===== src/rtl/fifod2mac.sv =====
// rtl/fifod2mac.sv - fifod to mac UDP transmit stage: header + payload framer
module fifod2mac #(
  parameter logic [7:0]  HDR0    = 8'h55,
  parameter logic [7:0]  HDR1    = 8'hAA,
  parameter logic [11:0] MAX_LEN = 12'd1468
) (
  input  logic        clk,
  input  logic        rst_n,
  input  logic        fs,
  output logic        fd,
  output logic        err,
  input  logic [11:0] data_len,
  input  logic [7:0]  dev_info,
  output logic [11:0] udp_tx_len,
  input  logic        flag_udp_tx_prep,
  output logic        flag_udp_tx_req,
  input  logic        udp_txen,
  output logic [7:0]  udp_txd,
  output logic        fifod_rxen,
  input  logic [7:0]  fifod_rxd,
  input  logic        fifod_empty
);

  typedef enum logic [2:0] {IDLE, LOAD, WAIT, REQ, SEND, DONE} state_t;

  state_t      state;
  logic [11:0] idx;       // byte index within the frame
  logic [7:0]  dev;       // dev_info latched at start
  logic [7:0]  cnt;       // frame counter
  logic [7:0]  byte_q;    // registered header / zero byte
  logic        sel_fifo;  // deliver fifod_rxd instead of byte_q this cycle
  logic [11:0] len_c;
  logic        consume;

  // Payload length clamped to what fits in one UDP frame
  always_comb begin
    len_c = (data_len > MAX_LEN) ? MAX_LEN : data_len;
  end

  // A byte is taken only while sending and the frame is not yet complete
  assign consume    = (state == SEND) && udp_txen && (idx < udp_tx_len);
  assign fifod_rxen = consume && (idx >= 12'd4) && !fifod_empty;

  // fifod data arrives one cycle after the read, matching the registered header path
  assign udp_txd = sel_fifo ? fifod_rxd : byte_q;

  // Frame sequencer with registered handshake outputs
  always_ff @(posedge clk) begin
    if (!rst_n) begin
      state           <= IDLE;
      fd              <= 1'b0;
      err             <= 1'b0;
      flag_udp_tx_req <= 1'b0;
      udp_tx_len      <= 12'd0;
      idx             <= 12'd0;
      dev             <= 8'h00;
      cnt             <= 8'h00;
      byte_q          <= 8'h00;
      sel_fifo        <= 1'b0;
    end else begin
      flag_udp_tx_req <= 1'b0;
      byte_q          <= 8'h00;
      sel_fifo        <= 1'b0;
      case (state)
        IDLE: begin
          if (fs) state <= LOAD;
        end
        LOAD: begin
          udp_tx_len <= len_c + 12'd4;
          err        <= (data_len > MAX_LEN);
          dev        <= dev_info;
          idx        <= 12'd0;
          state      <= WAIT;
        end
        WAIT: begin
          if (flag_udp_tx_prep) begin
            flag_udp_tx_req <= 1'b1;
            state           <= REQ;
          end
        end
        REQ: begin
          state <= SEND;
        end
        SEND: begin
          if (consume) begin
            idx <= idx + 12'd1;
            case (idx)
              12'd0:   byte_q <= HDR0;
              12'd1:   byte_q <= HDR1;
              12'd2:   byte_q <= dev;
              12'd3:   byte_q <= cnt;
              default: begin
                // Underflow keeps the frame length: send a zero and flag it
                if (fifod_empty) err <= 1'b1;
                else             sel_fifo <= 1'b1;
              end
            endcase
          end else if (idx == udp_tx_len) begin
            fd    <= 1'b1;
            cnt   <= cnt + 8'd1;
            state <= DONE;
          end
        end
        DONE: begin
          if (!fs) begin
            fd    <= 1'b0;
            state <= IDLE;
          end
        end
        default: state <= IDLE;
      endcase
    end
  end

endmodule


===== config.mk =====
export PLATFORM = sky130hd
export DESIGN_NAME = fifod2mac
export DESIGN_NICKNAME = d
export VERILOG_FILES = /design/src/rtl/fifod2mac.sv
export SDC_FILE = /design/constraint.sdc
export NUM_CORES = 1
export LEC_CHECK = 0
export ABC_AREA = 1
export BUFFER_PORTS_ARGS = -buffer_cell sky130_fd_sc_hd__buf_4
export CORE_MARGIN = 2
export CORE_UTILIZATION = 30
export DETAILED_ROUTE_END_ITERATION = 8
export PLACE_DENSITY_LB_ADDON = 0.25
export SLEW_MARGIN = 20
export SYNTH_ARGS = -nofsm -noshare
export SYNTH_HDL_FRONTEND = slang
export SYNTH_SLANG_ARGS = --single-unit

===== constraint.sdc =====
create_clock -name clk -period 2.5 [get_ports clk]
set_input_delay 0.5 -clock clk [delete_from_list [all_inputs] [get_ports clk]]
set_output_delay 0.5 -clock clk [all_outputs]
set_load 0.02 [all_outputs]

### Word-level counts from Yosys, hierarchy flattened

Cells that the tools add are included.

| storage, ports and cells | value |
|---|---|
| word-level logic and storage cells | 75 |
| output and inout bits | 24 |
| input bits | 34 |
| register bits after elaboration | 55 |

| cells by class | value |
|---|---|
| $lt $le $gt $ge | 3 |
| reductions and logical operators | 18 |
| equal/unequal tests | 17 |
| bitwise operators | 3 |
| $add $sub $neg | 3 |
| mux-type cells | 21 |

Operators by type and width:

| cell | count |
|---|---|
| $pmux W8 S4 | 1 |
| $eq A12 B2 Y1 const B | 2 |
| $mux W12 | 2 |
| $pmux W12 S2 | 1 |
| $pmux W3 S6 | 1 |
| $mux W3 | 5 |
| $ne A2 B2 Y1 const B | 7 |
| $add A12 B1 Y12 const B | 1 |
| $add A12 B3 Y12 const B | 1 |
| $eq A12 B1 Y1 const B | 1 |
| $eq A12 B12 Y1 | 1 |
| $ge A12 B3 Y1 const B | 1 |
| $gt A12 B11 Y1 const B | 1 |
| $logic_not A12 Y1 | 1 |
| $lt A12 B12 Y1 | 1 |
| $add A8 B1 Y8 const B | 1 |
| $mux W1 | 8 |
| $mux W8 | 1 |
| $reduce_and A4 Y1 | 2 |
| $reduce_or A7 Y1 | 1 |
| $eq A3 B2 Y1 const B | 2 |
| $eq A3 B3 Y1 const B | 2 |
| $reduce_and A3 Y1 | 2 |
| $reduce_and A5 Y1 | 1 |
| 10 further kinds | 18 |

### Logic depth before layout (Yosys ltp)

| logic depth | value |
|---|---|
| depth after elaboration | 5 |
| gate-level depth with buffers | 14 |
| mapped depth without buffers | 14 |

### Worst setup path after synthesis

No wires, ideal clock.

| path | value |
|---|---|
| path kind | flip-flop to output port |
| start | register udp_tx_len[9] |
| end | output fifod_rxen |
| arrival time | 1.749 ns |
| stages on the path, launching flop included | 8 |
| required time | 2.000 ns |
| buffers on the path | 0 |
| setup slack | 0.251 ns |
| cell sequence | dfxtp_1 > inv_1 > ha_1 > a21oi_1 > nor2_1 > nor2_2 > nand3_4 > nor3_1 |

| between the ends | value |
|---|---|
| longest elaborated chain between the ends | 4 |

RTL lines:

| what | RTL line | source |
|---|---|---|
| start, declared | 14 | `output logic [11:0] udp_tx_len,` |
| start signal, assigned | 69 | `udp_tx_len <= len_c + 12'd4;` |
| $lt A12 B12 Y1 | 41 | `assign consume = (state == SEND) && udp_txen && (idx < udp_tx_len);` |
| $logic_and A1 B1 Y1 | 41 |  |
| $logic_and A1 B1 Y1 (2 in series) | 42 | `assign fifod_rxen = consume && (idx >= 12'd4) && !fifod_empty;` |
| end, declared | 19 | `output logic fifod_rxen,` |

Every way passes these cells.

### Worst setup path in the final report

| path | value |
|---|---|
| start | register idx[9] |
| end | output fifod_rxen |

| between the ends | value |
|---|---|
| longest elaborated chain between the ends | 4 |
| elaborated cells on any way between the ends | 5 |
| classes of those cells | order compare: 2; reduce/logical: 3 |

RTL lines:

| what | RTL line | source |
|---|---|---|
| start, declared | 27 | `logic [11:0] idx;` |
| start signal, assigned | 86 | `idx <= idx + 12'd1;` |
| $lt A12 B12 Y1 | 41 |  |
| $logic_and A1 B1 Y1 | 41 |  |
| $logic_and A1 B1 Y1 * (2 in series) | 42 |  |

Every way passes the cells marked *; elsewhere a longest branch is shown, timed or not.

==> results.md <==
- ANT cells: 0
- Synth warn: 0
- Setup WS pre-CTS: 0.298 ns
- Syn_nets: 533
- Avg Cell Area, Syn: 6.78 um2
- WL/cell: 12.3 um
- Post-CTS Setup Bufs: 0
- Tightest Pin Transition: 0.375 ns
- Syn-to-layout area delta: 22.5%
- Status: finished clean
- Post-layout util: 37.2%
- Final Max Slew Viols: 0
- Largest net degree at the start of global routing: 25
- Worst reg2reg endpoint: idx[5]$_SDFFE_PN0P_
- Final Hold Violating Endpoints: 0
- Startpoint types: register
- Seq/Total Area, Yosys: 33.7%
- Cts repair resizes: 0
- Area leader, netlist: dfxtp_1
- Endpoints failing setup: 0
- Fraction of registers with async set/reset: 0%
- Final setup TNS: 0 ns
- I/O Buffers: 57
- First-pass GRT wire length: about 14,000 um
- Synth Flop Type: dfxtp_1
- Hold-fix buffers, CTS: 0
- Ranking of synthesized cells by area: dfxtp_1 (34%), nand2_1 (11%), inv_1 (8.9%)
- Distinct cells, synth: 33
- Die footprint: 11,700 um2
- Fin Hold WS: 0.371 ns
- Worst skew pair latency: 0.32 ns
- Max-Cap Viols: 0
- Post-Route Skew: 0.0122 ns
- Core area: 10,700 um2
- Class of the worst hold path: in2reg
- Hold path start: fifod_empty
- GR Util met2: 27.9%
- Std cell rows: 38
- Number of global-route vias before repair: 3,112
- FF-to-FF path depth: 11
- DP HPWL: ~6600 um
- Grt peak-use layer: met2
- CP Data Required Time: 2.00 ns
- Final antenna-violating net count: 0
- Total clock sinks: 55
- Unrepaired setup endpoints after global routing: false
- GRT met3 Usage: 3.07%
- H-tree depth: 2
- Clock Tree Buf Depth: 2
- Gp weighted congestion: 0.865
- Peak supply drop: 0.226 mV
- Most frequent cells after synthesis: nand2_1 (93), inv_1 (77), nor2_1 (58)
- Initial DRC Count: 140
- Hold Path Stages: 2
- Leak: between 1.5 and 2 nW
- Initial Utilization: 30.4%
- DR vias/cell: between 4 and 5
- Min-Delay Endpoint: sel_fifo$_SDFF_PP0_
- Worst Path Arrival: 1.85 ns
- EDFF count, synth: 0
- Initial antenna violation count: 0
- Remaining DRCs: 0
- Post-synthesis register bit count: 55
- Root buf cell: clkbuf_8
- Crit share post-route: 94.2%
- Share of post-route cells with drive strength above 1: 19.2%
- Highest clock rate: 425 MHz
- Synth top area share: 33.7%
- Routing usage on met1: 18.0%
- Grt ovf: 0
- Die Wd: 108 um
- Die Height: 108 um
- Vias: 3,205
- Worst setup margin: 0.146 ns
- CTS buffer count: 5
- Top-count cell post-synth: nand2_1
- Crit end category: output port
- Cells after Synth: ~480
- Path type of the worst setup path: reg2out
- CTS clk-pin slew, worst paths: approximately 0.10 ns
- Detailed Routing Iterations Pass 1: 4
- Register-to-Register Setup Slack: 0.41 ns
- Synth Cell Area: 3260 um2
- Total Nets Final: 597
- Overall Power: approximately 2.1 mW
- I/O pin cnt: slightly below 60
- WL final: 8440 um
- Reg-to-reg startpoint: udp_tx_len[6]$_SDFFE_PN0P_
- Pwr dens: 527 nW/um2
- Crit-path max FO: 5
- Max-slew headroom: 74.8%
- CTS tree: yes
- Tmin final: 2.35 ns
- GRT Util Overall: 15.2%
-- stage by stage --
| step | area (um2) | cells |
|---|---|---|
| finish | 4000 | 686 |
| global route | 4000 | 686 |
| CTS | 3990 | 686 |
| detailed placement | 3900 | 678 |
| global placement | 3900 | 678 |
| floorplan | 3260 | 481 |
-- final cells by class --
type	count	area, um2
fill	1172	6750
multi-input combinational	334	1820
sequential	55	1100
timing repair buffer	67	503
inverter	82	308
tap	140	175
clock buffer	7	86.3
clock inverter	1	8.76
-- power by group --
part	internal, mW	total, mW	switching (mW)
registers	0.944	0.989	0.0448
logic	0.220	0.590	0.370
clock network	0.228	0.529	0.301
-- state kept, by name, summed over array words and instances (netlist names) --
| name | flops |
|---|---|
| udp_tx_len | 12 |
| cnt | 8 |
| byte_q | 8 |
| dev | 8 |
| flag_udp_tx_req | 1 |
| fd | 1 |
| state | 3 |
| err | 1 |
| sel_fifo | 1 |
| idx | 12 |
-- cell families (layout without fill, tap and decap cells) --
| family | after synthesis | count (layout) | share of synthesized area, % |
|---|---|---|---|
| AO/OA/AOI/OAI | 76 | 76 | 12.2 |
| adder cells (fa/ha/maj) | 18 | 18 | 6.90 |
| AND/OR/NAND/NOR | 224 | 224 | 31.3 |
| XOR/XNOR | 8 | 8 | 2.15 |
| buffers and inverters | 92 | 157 | 10.9 |
| multiplexers | 8 | 8 | 2.76 |
| flip-flops | 55 | 55 | 33.7 |
-- critical path, stage by stage (launching register included) --
cell     delay, ns
dfxtp_1       0.44
ha_1          0.28
a21oi_1       0.15
nor2_1        0.06
nor2_2        0.17
nand3_4       0.10
nor3_2        0.15
buf_4         0.17
-- metal layers --
metal / wire length (um) / vias to the layer above / part of all wire (%)
li1: - / 1667 / -
met1: 3830 / 1470 / 45
met2: 4170 / 61 / 49
met3: 332 / 7 / 3.9
met4: 93 / 0 / 1.1
met5: 0 / - / 0
-- how the worst max path moves through the flow --
| stage | cells after the start | slack [ns] | startpoint | end |
|---|---|---|---|---|
| after floorplan | 7 | 0.25 | udp_tx_len[9]$_SDFFE_PN0P_ | fifod_rxen |
| after global placement | 12 | 0.32 | data_len[0] | udp_tx_len[6]$_SDFFE_PN0P_ |
| after detailed placement | 12 | 0.30 | data_len[0] | udp_tx_len[6]$_SDFFE_PN0P_ |
| after CTS | 8 | 0.02 | udp_tx_len[9]$_SDFFE_PN0P_ | fifod_rxen |
| after global routing | 8 | 0.007 | udp_tx_len[9]$_SDFFE_PN0P_ | fifod_rxen |
| final | 7 | 0.15 | idx[9]$_SDFFE_PN0P_ | fifod_rxen |
-- placed cells by master, fill, tap and decap left out --
master | synthesis | final
nand4_2 | 1 | 1
clkbuf_1 | 9 | 1
dfxtp_1 | 55 | 55
a21oi_1 | 40 | 40
nand2_4 | 2 | 2
nor2_8 | 1 | 1
xor2_1 | 7 | 7
nor3_1 | 12 | 10
nand2_1 | 93 | 93
nand3_2 | 1 | 1
and2_0 | 1 | 1
a31oi_1 | 5 | 5
ha_1 | 18 | 18
buf_4 | 0 | 67
nand2_2 | 3 | 3
nand3_4 | 1 | 1
inv_2 | 5 | 5
inv_1 | 77 | 77
nand3_1 | 30 | 30
o211ai_1 | 3 | 3
o21ai_0 | 25 | 25
mux2_2 | 8 | 8
nor3_2 | 1 | 3
clkinv_4 | 0 | 1
nand4_1 | 11 | 11
o21ai_1 | 1 | 1
o21bai_1 | 2 | 2
nor2_2 | 2 | 2
nor4_1 | 1 | 1
clkbuf_8 | 0 | 6
xnor2_1 | 1 | 1
nor2_1 | 58 | 58
and3_1 | 1 | 1
nor3b_1 | 1 | 1
or2_2 | 4 | 4
No activity file was read; power rests on OpenSTA's default activity.
